[src/rtl/pixel_packer_pkg.sv]
// Shared types and helpers for the 24-bit RGB to 32-bit AXI4-Stream packer.
package pixel_packer_pkg;

    localparam int WORD_W        = 32;
    localparam int BYTES_PER_PIX = 3;

    typedef struct packed {
        logic [7:0] r;
        logic [7:0] g;
        logic [7:0] b;
    } rgb_t;

    typedef enum logic {
        RUN   = 1'b0,
        FLUSH = 1'b1
    } pk_state_t;

    // Builds an end-of-line word: the lowest n bytes come from 'bytes', the rest are pad.
    function automatic logic [WORD_W-1:0] pad_word(input logic [23:0] bytes,
                                                   input logic [1:0]  n,
                                                   input logic [7:0]  pad);
        logic [WORD_W-1:0] w;
        w = {4{pad}};
        for (int i = 0; i < BYTES_PER_PIX; i++) begin
            if (i < int'(n)) w[i*8 +: 8] = bytes[i*8 +: 8];
        end
        return w;
    endfunction

endpackage

[src/rtl/pixel_packer_axis_out_reg.sv]
// Single-entry registered AXI4-Stream output slice: loads a word, holds it until tready.
module pixel_packer_axis_out_reg #(
    parameter int W = 32
) (
    input  logic         aclk,
    input  logic         aresetn,
    input  logic         load,
    input  logic [W-1:0] load_data,
    input  logic         load_last,
    input  logic         load_user,
    input  logic         tready,
    output logic         tvalid,
    output logic [W-1:0] tdata,
    output logic         tlast,
    output logic         tuser
);

    // The caller only asserts load when the slot is empty or draining this cycle.
    always_ff @(posedge aclk) begin
        if (aresetn) begin
            tvalid <= 1'b0;
            tdata  <= '0;
            tlast  <= 1'b0;
            tuser  <= 1'b0;
        end else if (load) begin
            tvalid <= 1'b1;
            tdata  <= load_data;
            tlast  <= load_last;
            tuser  <= load_user;
        end else if (tready) begin
            tvalid <= 1'b0;
        end
    end

endmodule

[src/rtl/pixel_packer.sv]
// Packs R,G,B byte triplets into 32-bit AXI4-Stream words (4 pixels -> 3 words),
// mapping SOF/EOL to TUSER/TLAST and padding a partial word at end of line.
module pixel_packer
    import pixel_packer_pkg::*;
#(
    parameter logic [7:0] PAD_BYTE = 8'h00
) (
    input  logic              aclk,
    input  logic              aresetn,
    input  logic [7:0]        in_r,
    input  logic [7:0]        in_g,
    input  logic [7:0]        in_b,
    input  logic              in_sof,
    input  logic              in_eol,
    input  logic              in_valid,
    output logic              in_ready,
    output logic [WORD_W-1:0] m_axis_tdata,
    output logic              m_axis_tvalid,
    input  logic              m_axis_tready,
    output logic              m_axis_tlast,
    output logic              m_axis_tuser,
    output logic              err_sof_align,
    output pk_state_t         state_dbg
);

    // Handshake: a pixel transfers on a rising edge where in_valid & in_ready; a word
    // transfers where m_axis_tvalid & m_axis_tready. in_ready never looks at in_valid.

    pk_state_t         state_q, state_d;
    logic [7:0]        lo_q [3];
    logic [7:0]        lo_d [3];
    logic [1:0]        lo_cnt_q, lo_cnt_d;
    logic              lo_sof_q, lo_sof_d;
    logic              err_q, err_d;
    rgb_t              pix;
    logic              out_free;
    logic              accept;
    logic [1:0]        eff_cnt;
    logic [7:0]        cat [6];
    logic              load;
    logic [WORD_W-1:0] load_data;
    logic              load_last;
    logic              load_user;

    assign pix      = '{r: in_r, g: in_g, b: in_b};
    assign out_free = ~m_axis_tvalid | m_axis_tready;
    assign in_ready = (state_q == RUN) & out_free;
    assign accept   = in_valid & in_ready;
    // SOF always restarts packing on a word boundary, dropping any leftover.
    assign eff_cnt  = in_sof ? 2'd0 : lo_cnt_q;

    assign err_sof_align = err_q;
    assign state_dbg     = state_q;

    always_comb begin
        for (int i = 0; i < 6; i++) cat[i] = PAD_BYTE;
        case (eff_cnt)
            2'd0: begin
                cat[0] = pix.r; cat[1] = pix.g; cat[2] = pix.b;
            end
            2'd1: begin
                cat[0] = lo_q[0];
                cat[1] = pix.r; cat[2] = pix.g; cat[3] = pix.b;
            end
            2'd2: begin
                cat[0] = lo_q[0]; cat[1] = lo_q[1];
                cat[2] = pix.r; cat[3] = pix.g; cat[4] = pix.b;
            end
            default: begin
                cat[0] = lo_q[0]; cat[1] = lo_q[1]; cat[2] = lo_q[2];
                cat[3] = pix.r; cat[4] = pix.g; cat[5] = pix.b;
            end
        endcase
    end

    always_comb begin
        state_d   = state_q;
        lo_d      = lo_q;
        lo_cnt_d  = lo_cnt_q;
        lo_sof_d  = lo_sof_q;
        err_d     = err_q;
        load      = 1'b0;
        load_data = '0;
        load_last = 1'b0;
        load_user = 1'b0;
        case (state_q)
            RUN: begin
                if (accept) begin
                    if (in_sof && (lo_cnt_q != 2'd0)) err_d = 1'b1;
                    if (eff_cnt == 2'd0) begin
                        if (in_eol) begin
                            load      = 1'b1;
                            load_data = pad_word({pix.b, pix.g, pix.r}, 2'd3, PAD_BYTE);
                            load_last = 1'b1;
                            load_user = in_sof;
                            lo_cnt_d  = 2'd0;
                            lo_sof_d  = 1'b0;
                        end else begin
                            lo_d[0]  = pix.r;
                            lo_d[1]  = pix.g;
                            lo_d[2]  = pix.b;
                            lo_cnt_d = 2'd3;
                            lo_sof_d = in_sof;
                        end
                    end else begin
                        // At least 4 bytes available: emit a full word, keep the tail.
                        load      = 1'b1;
                        load_data = {cat[3], cat[2], cat[1], cat[0]};
                        load_user = lo_sof_q;
                        lo_sof_d  = 1'b0;
                        lo_d[0]   = cat[4];
                        lo_d[1]   = cat[5];
                        lo_cnt_d  = eff_cnt - 2'd1;
                        if (in_eol) begin
                            if (eff_cnt == 2'd1) load_last = 1'b1;
                            else                 state_d   = FLUSH;
                        end
                    end
                end
            end
            FLUSH: begin
                if (out_free) begin
                    load      = 1'b1;
                    load_data = pad_word({lo_q[2], lo_q[1], lo_q[0]}, lo_cnt_q, PAD_BYTE);
                    load_last = 1'b1;
                    load_user = lo_sof_q;
                    lo_cnt_d  = 2'd0;
                    lo_sof_d  = 1'b0;
                    state_d   = RUN;
                end
            end
            default: state_d = RUN;
        endcase
    end

    always_ff @(posedge aclk) begin
        if (aresetn) begin
            state_q  <= RUN;
            lo_cnt_q <= 2'd0;
            lo_sof_q <= 1'b0;
            err_q    <= 1'b0;
            for (int i = 0; i < 3; i++) lo_q[i] <= 8'h00;
        end else begin
            state_q  <= state_d;
            lo_cnt_q <= lo_cnt_d;
            lo_sof_q <= lo_sof_d;
            err_q    <= err_d;
            lo_q     <= lo_d;
        end
    end

    pixel_packer_axis_out_reg #(.W(WORD_W)) u_out (
        .aclk      (aclk),
        .aresetn   (aresetn),
        .load      (load),
        .load_data (load_data),
        .load_last (load_last),
        .load_user (load_user),
        .tready    (m_axis_tready),
        .tvalid    (m_axis_tvalid),
        .tdata     (m_axis_tdata),
        .tlast     (m_axis_tlast),
        .tuser     (m_axis_tuser)
    );

endmodule
[config.mk]
export PLATFORM = sky130hd
export DESIGN_NAME = pixel_packer
export DESIGN_NICKNAME = d
export VERILOG_FILES = /design/src/rtl/pixel_packer_pkg.sv /design/src/rtl/pixel_packer_axis_out_reg.sv /design/src/rtl/pixel_packer.sv
export SDC_FILE = /design/constraint.sdc
export NUM_CORES = 1
export LEC_CHECK = 0
export CAP_MARGIN = 30
export CELL_PAD_IN_SITES_DETAIL_PLACEMENT = 2
export CELL_PAD_IN_SITES_GLOBAL_PLACEMENT = 2
export CORE_AREA = 2 2 118 120
export DETAILED_ROUTE_END_ITERATION = 7
export DIE_AREA = 0 0 120 122
export GPL_TIMING_DRIVEN = 1
export PLACE_DENSITY = 0.86
export SLEW_MARGIN = 25
export SYNTH_ARGS = -nofsm -noshare
export SYNTH_HDL_FRONTEND = slang
export SYNTH_SLANG_ARGS = --single-unit
export TNS_END_PERCENT = 50
[constraint.sdc]
create_clock -name aclk -period 2.35 [get_ports aclk]
set_clock_uncertainty 0.15 [all_clocks]
set_input_delay 0.47 -clock aclk [delete_from_list [all_inputs] [get_ports aclk]]
set_output_delay 0.47 -clock aclk [all_outputs]
set_load 0.005 [all_outputs]
Word-level counts from Yosys, hierarchy flattened

Index checks and enable logic that the tools add are counted.

Bitwise logic cells: 6
Add/sub/neg operators: 1
Reductions and logical operators: 9
Magnitude comparators: 3
Mux-type cells: 48
Equal/unequal tests: 5

Operators by type and width:

| kind                 | number |
|---|---|
| $mux W24             | 3 |
| $mux W32             | 2 |
| $pmux W32 S2         | 1 |
| $mux W8              | 4 |
| $pmux W16 S2         | 1 |
| $pmux W8 S2          | 2 |
| $mux W1              | 23 |
| $mux W16             | 1 |
| $mux W2              | 5 |
| $pmux W1 S2          | 5 |
| $reduce_and A3 Y1    | 2 |
| $lt A1 B2 Y1 const A | 2 |
| $ne A2 B2 Y1 const B | 2 |
| $pmux W2 S2          | 1 |
| $reduce_and A4 Y1    | 1 |
| $reduce_bool A2 Y1   | 2 |
| $not A1 Y1           | 3 |
| $and A1 B1 Y1        | 2 |
| $eq A2 B1 Y1 const B | 1 |
| $eq A2 B2 Y1 const B | 1 |
| $logic_not A2 Y1     | 1 |
| $lt A2 B2 Y1 const A | 1 |
| $ne A2 B1 Y1 const B | 1 |
| $reduce_and A2 Y1    | 1 |
| 4 further kinds      | 4 |

Register bits after elaboration: 64
Word-level logic and storage cells: 83
Bits of input ports: 30
Output and inout bits: 38

Longest topological paths before layout

Depth in word-level cells: 7
Depth in mapped cells: 10
Gate-level depth less buffers: 7

Hierarchy

Synthesis repeated with hierarchy kept, for this count alone.

Cells, all modules: 406
Area total of the unflattened synthesis: 3525.9 um2

By module, submodules not included:

| module                    | times used | area an instance (um2) | sequential area each (um2) | cells an instance |
|---|---|---|---|---|
| pixel_packer              | 1          | 2253.4                 | 580.6                      | 292 |
| pixel_packer_axis_out_reg | 1          | 1272.5                 | 700.7                      | 114 |

Worst setup path after synthesis

Ideal clock, no wire load.

Path type: input to register
Start: input in_sof
End: register u_out.tdata[23]
Setup time: 135 ps
Slack: 91 ps
Buffers on the path: 4
Data arrival time: 1974 ps
Stages: 10
Required time: 2065 ps
Cell sequence: nand2b_1 -> ha_1 -> buf_6 -> nor2b_4 -> buf_6 -> a211o_1 -> buf_6 -> buf_6 -> a41oi_2 -> a311oi_1

Cells in the longest elaborated chain, start to end: 6

RTL lines:

| item                                                | line                            | source |
|---|---|---|
| start, declared                                     | pixel_packer.sv:13              | `input logic in_sof,` |
| $mux W2 (*)                                         | pixel_packer.sv:50              | `assign eff_cnt = in_sof ? 2'd0 : lo_cnt_q;` |
| $eq A2 B2 Y1 / $eq A2 B1 Y1 (equally long branches) | pixel_packer.sv:57              | `case (eff_cnt)` |
| $pmux W16 S2                                        | pixel_packer.sv:57              |  |
| $mux W32                                            | pixel_packer.sv:90              | `if (eff_cnt == 2'd0) begin` |
| $mux W32                                            | pixel_packer.sv:88              | `if (accept) begin` |
| $pmux W32 S2                                        | pixel_packer.sv:86              | `case (state_q)` |
| end signal, assigned                                | pixel_packer_axis_out_reg.sv:27 | `tdata <= load_data;` |
| end, declared                                       | pixel_packer_axis_out_reg.sv:13 | `output logic [W-1:0] tdata,` |

Mark *: on every way between the ends. The rest lies on a longest branch, timed or not.
A chain may end at the register's enable or synchronous reset.

Final worst setup path

Start: register lo_cnt_q[0]
End: register u_out.tdata[12]

Cells in the longest elaborated chain, start to end: 6

RTL lines:

| item                                                | line                | source |
|---|---|---|
| start, declared                                     | pixel_packer.sv:32  | `logic [1:0] lo_cnt_q, lo_cnt_d;` |
| start signal, assigned                              | pixel_packer.sv:145 | `lo_cnt_q <= lo_cnt_d;` |
| $mux W2                                             | pixel_packer.sv:50  |  |
| $eq A2 B2 Y1 / $eq A2 B1 Y1 (equally long branches) | pixel_packer.sv:57  |  |
| $pmux W16 S2                                        | pixel_packer.sv:57  |  |
| $mux W32                                            | pixel_packer.sv:90  |  |
| $mux W32                                            | pixel_packer.sv:88  |  |
| $pmux W32 S2                                        | pixel_packer.sv:86  |  |

Several ways; a longest one is shown, not always the timed one.

==> results.yml <==
synthesis:
  yosysSeqAreaShare: 0.363
  ys_types: 40
  syn_inst: 427
  syn_area_sq_mm: 0.00353
  ys_seq_elements: 64
  syn-num-nets: 461
  ys_async_sr_fraction: 0
  yosys_most_used_dff: "dfxtp_1"
  synth_edf_count: 0
  syn_area_per_cell_sq_um: 8.26
  ys_warn_count: 0
timing:
  fin_crit_sh: 0.978
  setup_violations: 0
  fmaxAchievable_mhz: 435
  worstMarginPinSlew_ps: 542
  period_minus_slack_ps: 2300
  whs_ps: 338
  hold_viol: 0
  relSlewSlack: 0.638
  drv_slew: 0
floorplanning:
  fp-row-count: 43
  die_h_um: 122
  ioPinCount: 68
  core_area_sq_mm: 0.0135
  die_x_um: 120
  dieArea_sq_mm: 0.0146
  start_util: 0.261
drt:
  drt_iter0_markers: 277
  post-route-drc-count: 0
  vias_per_cell: 5.68
  vias: 3883
  firstDrtPassIters: 5
  antenna_left: 0
  wire_per_inst_um: 24.2
  wirelength_um: 16600
grt:
  grt_overflow: 0
  grt_first_pass_wirelength_um: 24400
  grt_usage: 0.216
  grt_pass1_vias: 4209
  antenna_found_initial: 0
  grt_max_degree: 65
setup_path:
  path_max_fanout: 18
  cp_data_required_time_ps: 2400
  arrival_ps: 2350
  cp-start-kind: "register"
  path_class: "reg -> reg"
  end_kind: "register"
clocking:
  htree_levels: 3
  clock-sinks: 64
  clk_latency_ps: 340
  clk_pin_slew_ps: 60
  cts_tree: "done"
  cts-buffers-inserted: 9
  cts_max_path_buffers: 2
  cts_root_buf: "clkbuf_16"
placed_design:
  place_hpwl_um: 9720
  placed_cell_area_sq_mm: 0.00455
  place_congestion: 0.863
  portBuffers: 67
final_layout:
  fin_area_sq_mm: 0.00499
  nFillCells: 1468
  syn_to_final_growth_pct: 41.5
  drive_gt1_frac: 0.163
  final_nets: 534
  multi_input_area_sq_mm: 0.00211
  num_antenna_cells: 0
  final-seq-area_sq_mm: 0.00128
outcome:
  status: "complete, no violations"
power_and_ir_drop:
  p_per_area_mw_per_mm2: 683
  vdd_drop_max_uv: 461
  p_leak_uw: 0.00174
worst_hold_path:
  hp-class: "reg -> reg"
flow_run:
  maxCapViolCount: 0
## timing repair
action | in CTS | in global routing
pin swaps | 0 | 4
endpoints found under the setup margin | 54 | 43
setup buffers | 0 | 2
hold buffers | 0 | 0
resized for setup | 7 | 23
cloned | 0 | 2
endpoints found under the hold margin | 0 | 0
## cells in the mapped netlist, drive strengths merged (2+ instances only)
master,n,area (sq um)
a311oi,8,76.3
mux2i,10,100
a22oi,40,305
a221oi,8,70.1
and2,2,12.5
nor3b,9,78.8
nand2,23,86.3
o21ai,2,10.0
dfxtp,64,1280
inv,5,18.8
nand3,10,50.1
nor2,75,282
a21oi,36,180
buf,24,146
nor3,6,62.6
nor2b,3,33.8
clkbuf,19,73.8
nand2b,14,87.6
o211ai,8,60.1
ha,4,50.1
a22o,15,131
a211oi,34,260
## placed cells by master (no fill, tap or decap), drive strengths merged, types with 13 or more instances in the layout
master          n
a21oi          36
nor2           75
a211oi         34
clkdlybuf4s50  64
dfxtp          64
a22oi          40
a22o           15
nand2b         14
clkbuf         13
buf            38
nand2          23
## registers in the layout, summed over array words and instances (netlist names)
name           flops
u_out.tdata       32
u_out.tuser        1
err_sof_align      1
u_out.tlast        1
u_out.tvalid       1
lo_q              24
lo_sof_q           1
state_dbg          1
lo_cnt_q           2
## logic make-up (layout without fill, tap and decap cells)
| kind of cell | Yosys count | in the layout | synth area share |
|---|---|---|---|
| compound gates | 157 | 157 | 0.327 |
| simple gates | 143 | 143 | 0.198 |
| flops | 64 | 64 | 0.363 |
| buf+inv | 49 | 126 | 0.0688 |
| mux | 10 | 10 | 0.0284 |
| fa+ha+maj | 4 | 4 | 0.0142 |
## final timing paths
kind,slack (ps),startpoint,to,cells past startpoint
max reg2reg,50,lo_cnt_q[0],u_out.tdata[12],7
min,340,err_sof_align,err_sof_align,2
min reg2reg,340,err_sof_align,err_sof_align,2
max,50,lo_cnt_q[0],u_out.tdata[12],7
## per-stage QoR
| step | std cells | util | TNS [ps] | setup WS, ps | total power (uW) |
|---|---|---|---|---|---|
| after global routing | 684 | 0.369 | -12.9 | -12.9 | 3540 |
| after floorplan | 427 | - | 0 | 90.9 | 1650 |
| after detailed placement | 665 | 0.337 | -19920 | -441 | 2030 |
| final | 684 | 0.369 | 0 | 51.8 | 3410 |
| after global placement | 665 | 0.337 | -13420 | -315 | 1980 |
| after CTS | 680 | 0.360 | 0 | 9.84 | 3330 |
## layout make-up
cell class / instances / area share
flip-flops and latches: 64 / 0.257
repair buffers: 105 / 0.214
clock buffers: 12 / 0.0514
clock inverters: 3 / 0.00351
multi-input cells: 314 / 0.424
well taps: 180 / 0.0451
inverters: 6 / 0.00527
## critical path, stage by stage (launching register included)
cell	delay, ps
dfxtp_1	510
nand2b_4	120
ha_4	200
nor2b_4	150
a211o_1	360
buf_12	180
a221oi_1	300
a211oi_1	180
## per-layer routing
layer,track usage,part of all wire
met5,0,0
met4,0.132,0.031
met3,0.0360,0.051
met2,0.364,0.50
met1,0.256,0.41
## power breakdown
| part | internal [uW] | total [uW] | leakage, uW | switching, uW |
|---|---|---|---|---|
| Sequential | 1170 | 1240 | 0.000525 | 74.8 |
| Combinational | 390 | 868 | 0.00108 | 478 |
| Clock | 763 | 1300 | 0.000134 | 533 |
No activity file was read; power rests on OpenSTA's default activity.
